`src/rtl/mac_pkg.sv`:
```
// Shared helpers for the MAC neuron: output range limits and the floor-shift/saturate step.
// Widths up to 64 bits are handled in one wide signed type and narrowed by the caller.
package mac_pkg;

  localparam int SAT_W = 64;

  typedef logic signed [SAT_W-1:0] wide_t;

  function automatic wide_t out_max(input int out_w);
    return (wide_t'(1) <<< (out_w - 1)) - wide_t'(1);
  endfunction

  function automatic wide_t out_min(input int out_w);
    return -(wide_t'(1) <<< (out_w - 1));
  endfunction

  // Arithmetic shift floors toward minus infinity, matching the fixed-point scaling.
  function automatic wide_t sat_shift(input wide_t acc, input int frac, input int out_w);
    wide_t shifted;
    shifted = acc >>> frac;
    if (shifted > out_max(out_w)) return out_max(out_w);
    if (shifted < out_min(out_w)) return out_min(out_w);
    return shifted;
  endfunction

  function automatic logic sat_clipped(input wide_t acc, input int frac, input int out_w);
    wide_t shifted;
    shifted = acc >>> frac;
    return (shifted > out_max(out_w)) || (shifted < out_min(out_w));
  endfunction

endpackage

```
`src/rtl/mac_sat_shift.sv`:
```
// Combinational shift-and-saturate of a signed accumulator into the signed output width.
module mac_sat_shift
  import mac_pkg::*;
#(
  parameter int ACC_WIDTH = 32,
  parameter int OUT_WIDTH = 16,
  parameter int FRAC_BITS = 8
) (
  input  logic [ACC_WIDTH-1:0] acc,
  output logic [OUT_WIDTH-1:0] data,
  output logic                 sat
);

  wide_t acc_wide;

  // NOTE: always_comb assigns every output on every path, so no latch can be inferred.
  always_comb begin
    acc_wide = wide_t'(signed'(acc));
    data     = OUT_WIDTH'(sat_shift(acc_wide, FRAC_BITS, OUT_WIDTH));
    sat      = sat_clipped(acc_wide, FRAC_BITS, OUT_WIDTH);
  end

endmodule

```
`src/rtl/mac_neuron_pipe.sv`:
```
// Two-stage pipelined signed multiply-accumulate neuron: product stage, then accumulate with
// per-vector bias, emitting one shifted and saturated result per vector over valid/ready.
module mac_neuron_pipe
  import mac_pkg::*;
#(
  parameter int INP_WIDTH = 8,
  parameter int ACC_WIDTH = 32,
  parameter int OUT_WIDTH = 16,
  parameter int FRAC_BITS = 8
) (
  input  logic                 clk,
  input  logic                 rst,
  input  logic                 in_valid,
  output logic                 in_ready,
  input  logic                 in_last,
  input  logic [ACC_WIDTH-1:0] bias,
  input  logic [INP_WIDTH-1:0] a,
  input  logic [INP_WIDTH-1:0] b,
  output logic                 out_valid,
  input  logic                 out_ready,
  output logic [OUT_WIDTH-1:0] out_data,
  output logic                 out_sat
);

  localparam int PROD_WIDTH = 2 * INP_WIDTH;

  if (ACC_WIDTH < PROD_WIDTH || ACC_WIDTH > SAT_W) begin : g_bad_acc_width
    $error("mac_neuron_pipe: ACC_WIDTH must lie in [2*INP_WIDTH, 64]");
  end

  logic                         stall;
  logic                         accept;
  logic                         first_flag;
  logic signed [PROD_WIDTH-1:0] prod;

  logic                         p_valid;
  logic                         p_last;
  logic                         p_first;
  logic signed [PROD_WIDTH-1:0] p_prod;
  logic signed [ACC_WIDTH-1:0]  p_bias;

  logic signed [ACC_WIDTH-1:0]  acc;
  logic signed [ACC_WIDTH-1:0]  sum;
  logic [OUT_WIDTH-1:0]         res_data;
  logic                         res_sat;

  // A held result freezes the whole pipe, so nothing upstream can overwrite it.
  assign stall    = out_valid & ~out_ready;
  assign in_ready = ~stall;
  assign accept   = in_valid & in_ready;

  assign prod = PROD_WIDTH'(signed'(a)) * PROD_WIDTH'(signed'(b));
  assign sum  = (p_first ? p_bias : acc) + ACC_WIDTH'(p_prod);

  mac_sat_shift #(
    .ACC_WIDTH (ACC_WIDTH),
    .OUT_WIDTH (OUT_WIDTH),
    .FRAC_BITS (FRAC_BITS)
  ) u_sat_shift (
    .acc  (sum),
    .data (res_data),
    .sat  (res_sat)
  );

  // NOTE: non-blocking assignments make every stage read the pre-edge value of the stage before it.
  always_ff @(posedge clk) begin
    if (rst) begin
      first_flag <= 1'b1;
      p_valid    <= 1'b0;
      p_last     <= 1'b0;
      p_first    <= 1'b0;
      p_prod     <= '0;
      p_bias     <= '0;
      acc        <= '0;
      out_valid  <= 1'b0;
      out_data   <= '0;
      out_sat    <= 1'b0;
    end else if (!stall) begin
      p_valid <= accept;
      if (accept) begin
        p_prod     <= prod;
        p_last     <= in_last;
        p_first    <= first_flag;
        first_flag <= in_last;
        if (first_flag) p_bias <= bias;
      end

      // Not stalled means any current result is being taken, so only a fresh load keeps it high.
      out_valid <= p_valid & p_last;
      if (p_valid) begin
        if (p_last) begin
          acc      <= '0;
          out_data <= res_data;
          out_sat  <= res_sat;
        end else begin
          acc <= sum;
        end
      end
    end
  end

endmodule

```
`config.mk`:
```
export PLATFORM = sky130hd
export DESIGN_NAME = mac_neuron_pipe
export DESIGN_NICKNAME = d
export VERILOG_FILES = /design/src/rtl/mac_pkg.sv /design/src/rtl/mac_sat_shift.sv /design/src/rtl/mac_neuron_pipe.sv
export SDC_FILE = /design/constraint.sdc
export NUM_CORES = 1
export LEC_CHECK = 0
export ABC_AREA = 1
export CORE_ASPECT_RATIO = 0.7
export CORE_MARGIN = 5
export CORE_UTILIZATION = 54
export DETAILED_ROUTE_END_ITERATION = 7
export PLACE_DENSITY = 0.78
export SYNTH_ARGS = -nofsm -noshare
export SYNTH_HDL_FRONTEND = slang
export SYNTH_SLANG_ARGS = --single-unit
```
`constraint.sdc`:
```
create_clock -name clk -period 4.6 [get_ports clk]
set_input_delay 0.69 -clock clk [delete_from_list [all_inputs] [get_ports clk]]
set_output_delay 0.69 -clock clk [all_outputs]
set_load 0.005 [all_outputs]
```
==> run_results.csv <==
group,metric,value,unit
synthesis,yosysWarnings,0,
synthesis,post_synth.cell_area_avg,6.57,um^2
worst_setup_path,crit_fanout,4,
clock_tree,cts_sinks,102,
detailed_routing,dr_total_vias,8410,
synthesis,synth_most_common_cell,"nand2_1",
finish,drive_above_1_share,0.106,
global_route,grt_util_all_layers,0.245,
finish,final_nets,1620,
flow_run,drv_cap,0,
timing,max_freq,224,MHz
worst_setup_path,rr_startpoint,"p_first",
placement,dp_hpwl,18.3,mm
synthesis,synth_area_leaders,"dfxtp_1, nand2_1, fa_1, inv_1, ha_1",
power,p_leak,5.51,nW
worst_setup_path,arrival,4.69,ns
min_path,hold_class,"reg2reg",
synthesis,synth-main-ff-cell,"dfxtp_1",
synthesis,netlist_area,8960,um^2
detailed_routing,first_iter_violations,679,
clock_tree,cts_made_buffers,9,
placement,pre_cts_slack,-0.550,ns
detailed_routing,detail_route.first_pass.iterations,5,
global_route,grt_first_pass_wirelength,38.6,mm
finish,n_antenna_cell,0,
detailed_routing,drc_errors,0,
clock_tree,clock_latency,0.36,ns
worst_setup_path,critPathRequiredTime,4.84,ns
global_route,antenna_found_initial,0,
synthesis,synth_edf_count,0,
finish,area_growth_syn_to_layout,19.2,%
worst_setup_path,reg2reg_depth,16,
timing,hold_slack,0.459,ns
power,irDropWorstVdd,375,uV
synthesis,synthArstFlopShare,0,
timing,hold_viol,0,
placement,io_buffers,71,
timing,final.setup.worst_slack,0.144,ns
timing,slew_headroom,0.321,
detailed_routing,wirelength,23.3,mm
detailed_routing,via_per_inst,5.00,
synthesis,ys_top_cells_by_count,"nand2_1, inv_1, a21oi_1",
timing,tightest_slew,1.02,ns
synthesis,synth_seq_area_share,0.228,
min_path,whs_path_depth,2,
detailed_routing,drt.antenna.violating_nets,0,
clock_tree,cts_root_buf,"clkbuf_16",
timing,drv_slew,0,
clock_tree,h-tree-depth,3,
synthesis,yosysTopAreaCellShare,0.228,
worst_setup_path,crit_path_end_kind,"flip-flop",
power,power_density,474,nW/um^2
floorplanning,row_count,39,
timing,setup_viol,0,
finish,multiInputGateArea,5870,um^2
timing,period_minus_slack,4.46,ns
synthesis,syn_inst,1363,
global_route,grt_pass1_vias,7695,
clock_tree,cts_tree,"yes",
clock_tree,hold_buffers,0,
timing,clock_skew,0.0155,ns
clock_tree,path_clk_slew,0.07,ns
min_path,min_from,"p_bias[16]",
floorplanning,io_pins,72,
synthesis,synth-seq-cells,102,
worst_setup_path,cp-start-kind,"input pin",
floorplanning,initial_core_util,0.550,
timing,final.period_utilization,0.969,
clock_tree,clock_path_buffers,2,
global_route,overflow,0,
global_route,grt_max_degree,60,
worst_setup_path,crit_type,"in2reg",
placement,place_congestion,0.998,
synthesis,syn_nets,1532,
outcome,outcome,"finished, final reports clean",
floorplanning,die_h,118,um
floorplanning,die_area,19300,um^2
synthesis,synth_top_area_cell,"dfxtp_1",
power,power,5.06,mW
finish,ff_latch_area,2040,um^2
floorplanning,core,16300,um^2
synthesis,synth_cell_types,38,
floorplanning,die_w,164,um
worst_setup_path,crit_start,"b[2]",
detailed_routing,wl_per_cell,13.9,um
finish,final_util,0.655,
finish,n_fill_cell,1504,
[final timing paths]
path / slack [ns] / to
hold / removal: 0.46 / p_bias[16]
hold reg to reg: 0.46 / p_bias[16]
setup reg to reg: 0.71 / out_data[14]
setup / recovery: 0.14 / p_prod[10]
[area by class of cell]
cell class,count,share of cell area
tap,225,0.0264
clock buffer,10,0.0214
inverter,274,0.0969
sequential,102,0.191
timing repair buffer,128,0.107
clock inverter,6,0.00715
multi-input combinational,936,0.550
[metrics by stage]
| step | setup TNS [ns] | instance area (um^2) | cells |
|---|---|---|---|
| final | 0 | 10700 | 1681 |
| after global routing | -0.0363 | 10700 | 1681 |
| after CTS | 0 | 10500 | 1678 |
| after detailed placement | -4.03 | 10100 | 1660 |
| after global placement | -3.49 | 10100 | 1660 |
| after floorplan | 0 | 8960 | 1363 |
[kinds of logic after synthesis]
logic type | after synthesis | share of synthesized area
flip-flops | 102 | 0.228
adder cells (fa/ha/maj) | 116 | 0.209
XOR/XNOR | 33 | 0.0344
AND/OR/NAND/NOR | 554 | 0.250
buffers and inverters | 325 | 0.139
AO/OA/AOI/OAI | 233 | 0.140
[layer usage]
metal / vias up / GRT usage / part of all wire
li1: 4336 / - / -
met1: 3811 / 0.408 / 0.54
met2: 247 / 0.330 / 0.38
met3: 16 / 0.0417 / 0.074
met4: 0 / 0.0356 / 0.0083
met5: - / 0 / 0
[layout by cell type (no fill, tap or decap), types with 9 or more instances in the layout]
cell             netlist  routed
a21oi_1              132     126
a21oi_2               10      15
a31oi_1                9       9
buf_4                  0      54
clkbuf_16              0       9
clkdlybuf4s50_1        0      54
dfxtp_1              102     101
fa_1                  56      55
ha_1                  60      54
inv_1                272     269
nand2_1              383     373
nand2_2                4      13
nand3_1               33      32
nor2_1               101      95
nor2_2                 7      11
o21ai_0               73      65
xnor2_1               13      13
xor2_1                19      19
[power by group]
group | switching (mW) | leakage, nW | internal, mW
clock network | 0.378 | 0.143 | 0.433
logic | 1.86 | 4.53 | 1.31
registers | 0.0927 | 0.838 | 0.992
[registers in the layout (all words and copies together), names as in the netlist, 16 cells and up]
register,flops
out_data,16
p_bias,32
acc,32
p_prod,16
[timing repair]
| item | 4_1_cts | 5_1_grt |
|---|---|---|
| pin swaps | 12 | 10 |
| gates cloned | 0 | 0 |
| buffers inserted | 2 | 3 |
| endpoints found under the setup margin | 7 | 8 |
| resized for setup | 34 | 41 |
[worst max-delay path, stage by stage]
cell           delay (ns)
dlygate4sd2_1        0.30
buf_4                0.17
nand2_1              0.06
inv_1                0.05
fa_1                 0.47
inv_1                0.05
fa_1                 0.53
inv_1                0.05
fa_1                 0.52
inv_1                0.06
fa_1                 0.53
inv_1                0.06
ha_4                 0.27
inv_1                0.07
nor3_4               0.26
a21oi_2              0.10
buf_4                0.14
xnor2_1              0.11
o21ai_0              0.13
inv_1                0.05
Power figures use the tool's default switching activity.
